## src/rtl/column_readout_ctrl.sv

```systemverilog
// column_readout_ctrl
//   Column-bottom controller for one 16-pixel readout chain. Triggers (l1a)
//   are queued with the bunch-crossing count at which they arrived. Each
//   queued trigger is issued to the chain as an L1A+load broadcast. The
//   controller then waits SETTLE_CYCLES for the hit count to settle and
//   streams the event out as a header followed by one word per hit.
//
//   Optional build macro: EVT_TRAILER_EN
//     Defined   - every event ends with a trailer word carrying the hit count
//                 and an underflow flag; header/data words never set outLast.
//     Undefined - outLast marks the final header or data word of the event.
//
// Ports
//   clk, rstn          readout clock, async active-low reset
//   l1a                one-cycle trigger pulse
//   softReset          one-cycle request to reset/flush the chain
//   colHits, colData   chain bottom hit count (0..16) and data word
//   colRead            one-cycle pop strobe to the chain
//   colBCST            broadcast word: [0] reset, [1] L1A, [2] load,
//                      [3 +: L1ADDRWIDTH] L1A address, remaining bits 0
//   outData/outIsHeader/outLast/outValid/outReady  event stream
//   l1aOverflow        sticky, a trigger was dropped on a full queue
module column_readout_ctrl #(
  parameter int L1ADDRWIDTH   = 7,
  parameter int BCSTWIDTH     = 27,
  parameter int SETTLE_CYCLES = 20,
  parameter int QDEPTH_LOG2   = 2
) (
  input  logic                 clk,
  input  logic                 rstn,
  input  logic                 l1a,
  input  logic                 softReset,
  input  logic [4:0]           colHits,
  input  logic [45:0]          colData,
  output logic                 colRead,
  output logic [BCSTWIDTH-1:0] colBCST,
  output logic [45:0]          outData,
  output logic                 outIsHeader,
  output logic                 outLast,
  output logic                 outValid,
  input  logic                 outReady,
  output logic                 l1aOverflow
);
  localparam int QDEPTH = 1 << QDEPTH_LOG2;
  localparam int SW     = $clog2(SETTLE_CYCLES + 1);

  typedef enum logic [2:0] {IDLE, RST, LOAD, SETTLE, HDR, DATA, GAP, TRL} state_t;

`ifdef EVT_TRAILER_EN
  localparam state_t DONE_ST = TRL;
`else
  localparam state_t DONE_ST = IDLE;
`endif

  state_t state, nextState;

  logic [L1ADDRWIDTH-1:0]                  bcCount, addrReg;
  logic [QDEPTH-1:0][L1ADDRWIDTH-1:0]      qMem;
  logic [QDEPTH_LOG2:0]                    wrPtr, rdPtr;
  logic                                    qEmpty, qFull, qPush, qPop, flush;
  logic                                    softPending;
  logic [SW-1:0]                           settleCnt;
  logic [4:0]                              hitCnt, wordCnt;
`ifdef EVT_TRAILER_EN
  logic                                    ufFlag;
`endif

  // Pointers carry one extra wrap bit so full and empty are distinguishable.
  assign qEmpty = (wrPtr == rdPtr);
  assign qFull  = (wrPtr[QDEPTH_LOG2] != rdPtr[QDEPTH_LOG2]) &&
                  (wrPtr[QDEPTH_LOG2-1:0] == rdPtr[QDEPTH_LOG2-1:0]);
  assign flush  = (state == RST);
  // A pending softReset takes priority over issuing the next trigger.
  assign qPop   = (state == IDLE) && !softPending && !qEmpty;
  // A pop in the same cycle frees a slot, so a full queue still accepts.
  assign qPush  = l1a && !flush && (!qFull || qPop);

  // Trigger queue, BC counter, pending softReset, overflow flag
  always_ff @(posedge clk or negedge rstn) begin
    if (!rstn) begin
      bcCount     <= '0;
      qMem        <= '0;
      wrPtr       <= '0;
      rdPtr       <= '0;
      addrReg     <= '0;
      softPending <= 1'b0;
      l1aOverflow <= 1'b0;
    end else begin
      bcCount     <= bcCount + 1'b1;
      softPending <= softReset | (softPending & (state != RST));
      if (flush) begin
        wrPtr       <= '0;
        rdPtr       <= '0;
        l1aOverflow <= 1'b0;
      end else begin
        if (qPush) begin
          qMem[wrPtr[QDEPTH_LOG2-1:0]] <= bcCount;
          wrPtr                        <= wrPtr + 1'b1;
        end
        if (qPop) rdPtr <= rdPtr + 1'b1;
        if (l1a && qFull && !qPop) l1aOverflow <= 1'b1;
      end
      if (qPop) addrReg <= qMem[rdPtr[QDEPTH_LOG2-1:0]];
    end
  end

  // Event datapath: settle timer, latched hit count, words sent
  always_ff @(posedge clk or negedge rstn) begin
    if (!rstn) begin
      settleCnt <= '0;
      hitCnt    <= '0;
      wordCnt   <= '0;
`ifdef EVT_TRAILER_EN
      ufFlag    <= 1'b0;
`endif
    end else begin
      case (state)
        LOAD: begin
          settleCnt <= SW'(SETTLE_CYCLES);
          wordCnt   <= '0;
`ifdef EVT_TRAILER_EN
          ufFlag    <= 1'b0;
`endif
        end
        SETTLE: begin
          settleCnt <= settleCnt - 1'b1;
          // Counter reaching zero on this edge: sample the settled count.
          if (settleCnt <= SW'(1)) hitCnt <= colHits;
        end
        DATA: begin
          if (outReady) wordCnt <= wordCnt + 5'd1;
`ifdef EVT_TRAILER_EN
          if (colHits == 5'd0) ufFlag <= 1'b1;
`endif
        end
        default: ;
      endcase
    end
  end

  // FSM state register
  always_ff @(posedge clk or negedge rstn) begin
    if (!rstn) state <= IDLE;
    else       state <= nextState;
  end

  // FSM next state
  always_comb begin
    nextState = state;
    case (state)
      IDLE:    if (softPending) nextState = RST;
               else if (!qEmpty) nextState = LOAD;
      RST:     nextState = IDLE;
      LOAD:    nextState = SETTLE;
      SETTLE:  if (settleCnt <= SW'(1)) nextState = HDR;
      HDR:     if (outReady) nextState = (hitCnt == 5'd0) ? DONE_ST : DATA;
      DATA:    if (outReady) nextState = GAP;
      GAP:     nextState = (wordCnt == hitCnt) ? DONE_ST : DATA;
      TRL:     if (outReady) nextState = IDLE;
      default: nextState = IDLE;
    endcase
  end

  // FSM outputs
  always_comb begin
    colBCST                    = '0;
    colBCST[3 +: L1ADDRWIDTH]  = addrReg;
    colBCST[0]                 = (state == RST);
    colBCST[1]                 = (state == LOAD);
    colBCST[2]                 = (state == LOAD);
    outValid                   = 1'b0;
    outIsHeader                = 1'b0;
    outLast                    = 1'b0;
    outData                    = '0;
    colRead                    = 1'b0;
    case (state)
      HDR: begin
        outValid                   = 1'b1;
        outIsHeader                = 1'b1;
        outData[L1ADDRWIDTH-1:0]   = addrReg;
        outData[12:8]              = hitCnt;
`ifndef EVT_TRAILER_EN
        outLast                    = (hitCnt == 5'd0);
`endif
      end
      DATA: begin
        outValid = 1'b1;
        outData  = colData;
`ifndef EVT_TRAILER_EN
        outLast  = ((wordCnt + 5'd1) == hitCnt);
`endif
        colRead  = outReady;
      end
`ifdef EVT_TRAILER_EN
      TRL: begin
        outValid      = 1'b1;
        outLast       = 1'b1;
        outData[45]   = 1'b1;
        outData[13]   = ufFlag;
        outData[12:8] = hitCnt;
      end
`endif
      default: ;
    endcase
  end

endmodule

```

## config.mk

```make
export PLATFORM = sky130hd
export DESIGN_NAME = column_readout_ctrl
export DESIGN_NICKNAME = d
export VERILOG_FILES = /design/src/rtl/column_readout_ctrl.sv
export SDC_FILE = /design/constraint.sdc
export NUM_CORES = 1
export LEC_CHECK = 0
export BUFFER_PORTS_ARGS = -buffer_cell sky130_fd_sc_hd__buf_2
export CAP_MARGIN = 20
export CORE_ASPECT_RATIO = 1.4
export CORE_MARGIN = 2
export CORE_UTILIZATION = 45
export DETAILED_ROUTE_END_ITERATION = 12
export GPL_TIMING_DRIVEN = 0
export PLACE_DENSITY = 0.76
export SLEW_MARGIN = 20
export SYNTH_ARGS = -nofsm -noshare
export SYNTH_HDL_FRONTEND = slang
export SYNTH_SLANG_ARGS = --single-unit
```

## constraint.sdc

```tcl
create_clock -name clk -period 2.3 [get_ports clk]
set_input_delay 0 -clock clk [delete_from_list [all_inputs] [get_ports clk]]
set_output_delay 0 -clock clk [all_outputs]
set_load 0.005 [all_outputs]
```

==> results of run 1 <==
flip-flops by register name (all words and copies together), names as in the netlist:
name and cells:
qMem 28, addrReg 7, bcCount 7, hitCnt 5
settleCnt 5, wordCnt 5, rdPtr 3, state 3
wrPtr 3, l1aOverflow 1, softPending 1
metal layers:
layer / up-vias / wire length [um] / global-route usage
met3: 16 / 679 / 0.0396
met2: 118 / 4760 / 0.355
met4: 2 / 153 / 0.0733
li1: 1449 / - / -
met5: - / 13 / 0
met1: 1467 / 3430 / 0.223
power breakdown:
group	switching, mW	internal, mW	total (mW)
registers	0.332	1.61	1.94
clock network	0.467	0.883	1.35
logic	1.06	1.20	2.26
area by class of cell:
type / count / area share
Buffer: 34 / 0.0463
Multi-Input combinational cell: 247 / 0.386
Inverter: 12 / 0.00896
Clock inverter: 2 / 0.00697
Tap cell: 105 / 0.0261
Sequential cell: 68 / 0.338
Timing Repair Buffer: 125 / 0.136
Clock buffer: 12 / 0.0510
path summary, 6_finish.rpt:
| path | slack [ps] | depth (start not counted) | start | to |
|---|---|---|---|---|
| hold / removal | 80 | 4 | outReady | wordCnt[2]$_DFFE_PN0P_ |
| min in group asynchronous | 120 | 2 | rstn | qMem[11]$_DFFE_PN0P_ |
| hold reg to reg | 490 | 2 | l1aOverflow$_DFFE_PN0P_ | l1aOverflow$_DFFE_PN0P_ |
| max in group asynchronous | 1640 | 3 | rstn | state[2]$_DFFE_PN0P_ |
| setup / recovery | 200 | 6 | state[2]$_DFFE_PN0P_ | qMem[11]$_DFFE_PN0P_ |
| setup reg to reg | 200 | 6 | state[2]$_DFFE_PN0P_ | qMem[11]$_DFFE_PN0P_ |
critical path, delay by kind of cell, from the launching register on:
kind,cells,cell delay [ps]
buffers and inverters,2,330
flip-flops,1,350
AND/OR/NAND/NOR,2,670
multiplexers,1,310
AO/OA/AOI/OAI,1,310
cells in the final DEF (no fill, tap or decap), types with 2 or more instances in the layout:
cell type | netlist | final
nor3_1 | 5 | 5
xor2_1 | 11 | 11
clkbuf_16 | 0 | 9
dlygate4sd3_1 | 0 | 8
clkbuf_1 | 7 | 8
and2_1 | 34 | 34
a21oi_1 | 5 | 5
a211oi_1 | 3 | 3
ha_1 | 9 | 9
inv_1 | 12 | 12
clkbuf_8 | 0 | 2
xnor2_1 | 12 | 12
conb_1 | 1 | 17
o41ai_1 | 2 | 2
buf_2 | 3 | 118
and3_1 | 4 | 4
dfrtp_1 | 68 | 68
mux2_2 | 18 | 18
mux4_2 | 7 | 7
buf_4 | 21 | 22
buf_6 | 3 | 3
mux2_4 | 21 | 21
and3b_1 | 2 | 2
o21ai_0 | 12 | 12
nor2_1 | 25 | 25
nand3_1 | 15 | 15
mux2i_1 | 14 | 14
nand2_1 | 17 | 17
timing repair:
action | CTS | global route
endpoints found under the hold margin | 75 | 0
setup endpoints to repair | 0 | 0
hold buffers | 8 | 0
stage by stage:
step | utilization | worst slack (ps) | hold slack (ps) | total power, mW | instances
detailed placement | 0.550 | 194 | -71.6 | 4.20 | 583
global placement | 0.548 | 220 | 179 | 4.11 | 582
floorplan | - | 400 | -296 | 3.50 | 361
finish | 0.594 | 202 | 76.4 | 5.55 | 605
global route | 0.594 | 18.4 | 112 | 5.92 | 605
CTS | 0.594 | 189 | 70.5 | 5.58 | 605
cells by family (layout without fill, tap and decap cells):
group / count (synthesis) / in the layout / share of synthesized area
buf+inv: 46 / 185 / 0.0719
compound gates: 30 / 30 / 0.0483
fa+ha+maj: 9 / 9 / 0.0292
mux: 60 / 60 / 0.211
other cells: 1 / 17 / 0.000971
simple gates: 108 / 108 / 0.145
xor+xnor: 23 / 23 / 0.0522
flops: 68 / 68 / 0.441
==> results_dict.tcl, run 1 <==
set metrics [dict create \
    critPathSlowestCell "nor4_2" \
    clk_latency_ps 330 \
    critPathMaxStageDelay_ps 460 \
    start_util 0.457 \
    tritoncts "yes" \
    ys_seq_elements 68 \
    timing.fmax_ghz 0.477 \
    postCtsSetupBuffers 0 \
    cts_root_buf "clkbuf_16" \
    startpoint_type "flip-flop" \
    crit_fanout 10 \
    fin_tns_setup_ps 0 \
    slew_violations 0 \
    final_area_mm2 0.00503 \
    yosysSeqAreaShare 0.441 \
    vias 3052 \
    syn_inst 345 \
    place.gp.congestion 0.896 \
    synth_common_cells "68 x dfrtp_1, 34 x and2_1, 25 x nor2_1" \
    dp_hpwl_mm 6.65 \
    grt_max_degree 44 \
    die_y_um 114 \
    track_usage 0.197 \
    final_antenna_net_count 0 \
    arrival_ps 2310 \
    avgSynthCellArea_um2 11.2 \
    htree_levels 3 \
    drtPass1Iterations 4 \
    setup_viol 0 \
    cts_repair_resize_count 0 \
    synth_top_cell_by_area "dfrtp_1" \
    crit_type "flip-flop to flip-flop" \
    clk_pin_slew_ps 50 \
    nets 562 \
    nFillCells 721 \
    drt-vias-per-instance 5.04 \
    drt_iter0_drc 143 \
    yosysTopAreaCellShare 0.441 \
    rsz0062_at_grt "false" \
    num_antenna_cells 0 \
    dieArea_mm2 0.00935 \
    ff_latch_area_mm2 0.00170 \
    wire_per_inst_um 14.9 \
    leakage_nw 2.63 \
    antenna_found_initial 1 \
    async_flop_share 1.00 \
    path_cells "buf_2 > nor4_2 > o41a_1 > and3_1 > buf_6 > mux2_4" \
    cts.sinks 68 \
    fin_crit_ps 2100 \
    grt_pass1_wl_mm 13.9 \
    power_density_mw_per_mm2 1100 \
    end_kind "flip-flop" \
    ys_top_cells_by_area "dfrtp_1 44%, mux2_4 8.2%, and2_1 5.5%" \
    area_delta_synth_final_pct 30.2 \
    drc 0 \
    period_share 0.912 \
    clock_path_buffers 2 \
    yosysUniqueCellTypes 39 \
    dieWidth_um 82.3 \
    yosysWarnings 0 \
    finClkSkew_ps 5.78 \
    min-delay-path-class "primary input to flip-flop" \
    wl_mm 9.04 \
    overflow 0 \
    synth_edf_count 0 \
    synth-main-ff-cell "dfrtp_1" \
    rows 40 \
    slew_headroom 0.645 \
    status "finished, final reports clean" \
    synth.most_common_cell "dfrtp_1" \
    drv_cap 0 \
    tightestPinTransition_ps 525 \
    cts_buffers 9 \
    io_buffers 116 \
    synthesis.area_mm2 0.00386 \
    ir_worst_vdd_v 0.000695 \
    ios 134 \
    multi_input_area_mm2 0.00194 \
    placed_area_mm2 0.00466 \
    hold_violations 0 \
    layout-drive-gt1-share 0.410 \
    worst_ep_required_time_ps 2510 \
    grt_pass1_vias 2892 \
    core_area_mm2 0.00846 \
]
No activity file was read; power rests on OpenSTA's default activity.
==> inputs of run 2 (changes only) <==
--- a/config.mk
+++ b/config.mk
@@ -5,14 +5,15 @@
 export SDC_FILE = /design/constraint.sdc
 export NUM_CORES = 1
 export LEC_CHECK = 0
+export ABC_AREA = 1
 export BUFFER_PORTS_ARGS = -buffer_cell sky130_fd_sc_hd__buf_2
 export CAP_MARGIN = 20
 export CORE_ASPECT_RATIO = 1.4
-export CORE_MARGIN = 2
+export CORE_MARGIN = 1.5
 export CORE_UTILIZATION = 45
 export DETAILED_ROUTE_END_ITERATION = 12
 export GPL_TIMING_DRIVEN = 0
-export PLACE_DENSITY = 0.76
+export PLACE_DENSITY = 0.75
 export SLEW_MARGIN = 20
 export SYNTH_ARGS = -nofsm -noshare
 export SYNTH_HDL_FRONTEND = slang
==> run 2 against run 1 <==
Net effect: synthesized cell count grew 53%; first-iteration DRC count rose by 41%; clock-buffer cell count is 2 lower; final cell count grew 31%.
==> results_dict.tcl, run 2 <==
set metrics [dict create \
    drt-vias-per-instance 5.02 \
    track_usage 0.233 \
    cts_root_buf "clkbuf_16" \
    yosysUniqueCellTypes 38 \
    start_util 0.460 \
    synth_top_cell_by_area "dfrtp_1" \
    p_seq_frac 0.327 \
    grt_max_degree 56 \
    synth_compound_area_frac 0.0765 \
    nets 746 \
    finClkSkew_ps 8.30 \
    setup_viol 0 \
    critPathSlowestCell "dfrtp_1" \
    htree_levels 3 \
    core_area_mm2 0.00893 \
    wl_mm 11.0 \
    drtPass1Iterations 6 \
    place.gp.congestion 0.896 \
    fin_crit_ps 1820 \
    power_density_mw_per_mm2 1160 \
    placed_area_mm2 0.00491 \
    leakage_nw 3.06 \
    yosysTopAreaCellShare 0.415 \
    ir_worst_vdd_v 0.000548 \
    yosysSeqAreaShare 0.415 \
    min-delay-path-class "primary input to async pin" \
    synthSimpleGateAreaFrac 0.304 \
    cts_repair_resize_count 0 \
    netSwitchingFraction 0.414 \
    busiest_layer "met2" \
    synth.most_common_cell "nand2_1" \
    top_register "qMem" \
    path_cells "inv_4 > nand3_2 > buf_4 > inv_2 > buf_6 > a22o_1 > buf_2" \
    drv_cap 0 \
    drt_iter0_drc 202 \
    arrival_ps 1820 \
    slew_violations 0 \
    dp_hpwl_mm 8.60 \
    syn_inst 528 \
    use_met1 0.237 \
    reg_top3 "qMem: 28 flops, addrReg: 7 flops, bcCount: 7 flops" \
    worst_ep_required_time_ps 2300 \
    final_area_mm2 0.00531 \
    timing.fmax_ghz 0.550 \
    post-place-ws_ps 668 \
    critPathMaxStageDelay_ps 500 \
    synth_common_cells "129 x nand2_1, 69 x nor2_1, 68 x dfrtp_1" \
    final_cell_mix "129 x nand2_1, 124 x buf_2, 69 x nor2_1" \
    crit_type "flip-flop to primary output" \
    hold_violations 0 \
    use_met3 0.0491 \
    fin_tns_setup_ps 0 \
    crit_fanout 10 \
    intPower_mw 3.61 \
    ios 134 \
    vias 3982 \
    netSwitchingPower_mw 2.55 \
    ys_top_cells_by_area "dfrtp_1 41%, nand2_1 12%, nor2_1 6.3%" \
    period_share 0.791 \
    rsz0062_at_grt "false" \
    synth_top_family_by_area "simple AND/OR/NAND/NOR gates" \
    grt_pass1_vias 3853 \
    rows 41 \
    antenna_found_initial 1 \
    io_buffers 116 \
    overflow 0 \
    synthesis.area_mm2 0.00410 \
    clk_latency_ps 340 \
    clock_path_buffers 2 \
    grt_pass1_wl_mm 17.8 \
    area_delta_synth_final_pct 29.5 \
    largest_reg_flops 28 \
    pwr-share-clk 0.230 \
    ys_seq_elements 68 \
    dieWidth_um 83.7 \
    tritoncts "yes" \
    yosysWarnings 0 \
    layout-drive-gt1-share 0.290 \
    p_comb_frac 0.443 \
    worst_slack_ps 481 \
    startpoint_type "flip-flop" \
    final_core_util 0.595 \
    synth-main-ff-cell "dfrtp_1" \
    synth_xor_area_frac 0.0418 \
    wire_per_inst_um 13.9 \
    grt_use_met2 0.449 \
    mostFrequentLayoutCell "nand2_1" \
    synth_mux_area_frac 0 \
    avgSynthCellArea_um2 7.77 \
    clk_pin_slew_ps 60 \
    end_kind "primary output" \
    dieArea_mm2 0.00971 \
    die_y_um 116 \
    synthAdderAreaFrac 0.0274 \
    drc 0 \
    final_antenna_net_count 0 \
    cts.sinks 68 \
    synth_edf_count 0 \
    status "finished, final reports clean" \
    cts_buffers 9 \
    async_flop_share 1.00 \
]
run 2: kinds of logic (layout without fill, tap and decap cells):
| logic type | count (synthesis) | in the layout |
|---|---|---|
| buffers and inverters | 110 | 252 |
| and+or+nand+nor | 272 | 272 |
| other | 1 | 18 |
| AOI/OAI and AO/OA | 51 | 51 |
| DFF | 68 | 68 |
| adders and majority gates | 9 | 9 |
| xor gates and xnor gates | 17 | 17 |
run 2: worst paths after layout:
path	start	endpoint	slack, ps	depth (start not counted)
max in group asynchronous	rstn	addrReg[5]$_DFFE_PN0P_	1710	3
setup / recovery	state[1]$_DFFE_PN0P_	outData[6]	480	7
min in group clk	colData[21]	outData[21]	280	4
hold reg to reg	qMem[17]$_DFFE_PN0P_	qMem[17]$_DFFE_PN0P_	470	2
hold / removal	rstn	qMem[22]$_DFFE_PN0P_	60	2
setup reg to reg	wrPtr[1]$_DFFE_PN0P_	qMem[22]$_DFFE_PN0P_	680	5
run 2: stage by stage:
stage / hold WS, ps / total power [mW] / cells
final: 56.7 / 6.15 / 794
after global routing: 71.8 / 6.63 / 793
after CTS: 60.5 / 6.17 / 793
after detailed placement: -126 / 4.73 / 768
after global placement: 205 / 4.63 / 767
after floorplan: -296 / 3.81 / 544
run 2: area by class of cell:
class | instances | area (um^2)
plain buffers | 42 | 289
clock buffers | 10 | 239
fillers | 792 | 3610
diodes | 1 | 2.50
flip-flops and latches | 68 | 1700
clock inverters | 6 | 72.6
repair buffers | 126 | 701
inverters | 68 | 265
well taps | 107 | 134
multi-input cells | 366 | 1910
run 2: repair_timing:
item	in CTS	in global routing
hold endpoints to repair	77	0
endpoints found under the setup margin	0	0
buffers inserted	0	0
hold buffers	9	0
run 2: critical path, delay by kind of cell, from the launching register on:
family                 cells  cell delay [ps]
AOI/OAI and AO/OA          1              250
buffers and inverters      5              650
DFF                        1              500
and+or+nand+nor            1               80
run 2: layer usage:
layer,up-vias,routed length [um]
met5,-,0
met4,0,378
met3,35,654
met2,155,5860
met1,1832,4110
li1,1960,-
run 2: power groups by stage:
stage | Combinational [mW] | Sequential, mW | Clock [mW]
detailed placement | 2.72 | 2.01 | 0
global placement | 2.64 | 1.99 | 0
global route | 3.09 | 2.06 | 1.48
floorplan | 1.90 | 1.91 | 0
CTS | 2.75 | 2.00 | 1.42
finish | 2.73 | 2.01 | 1.42
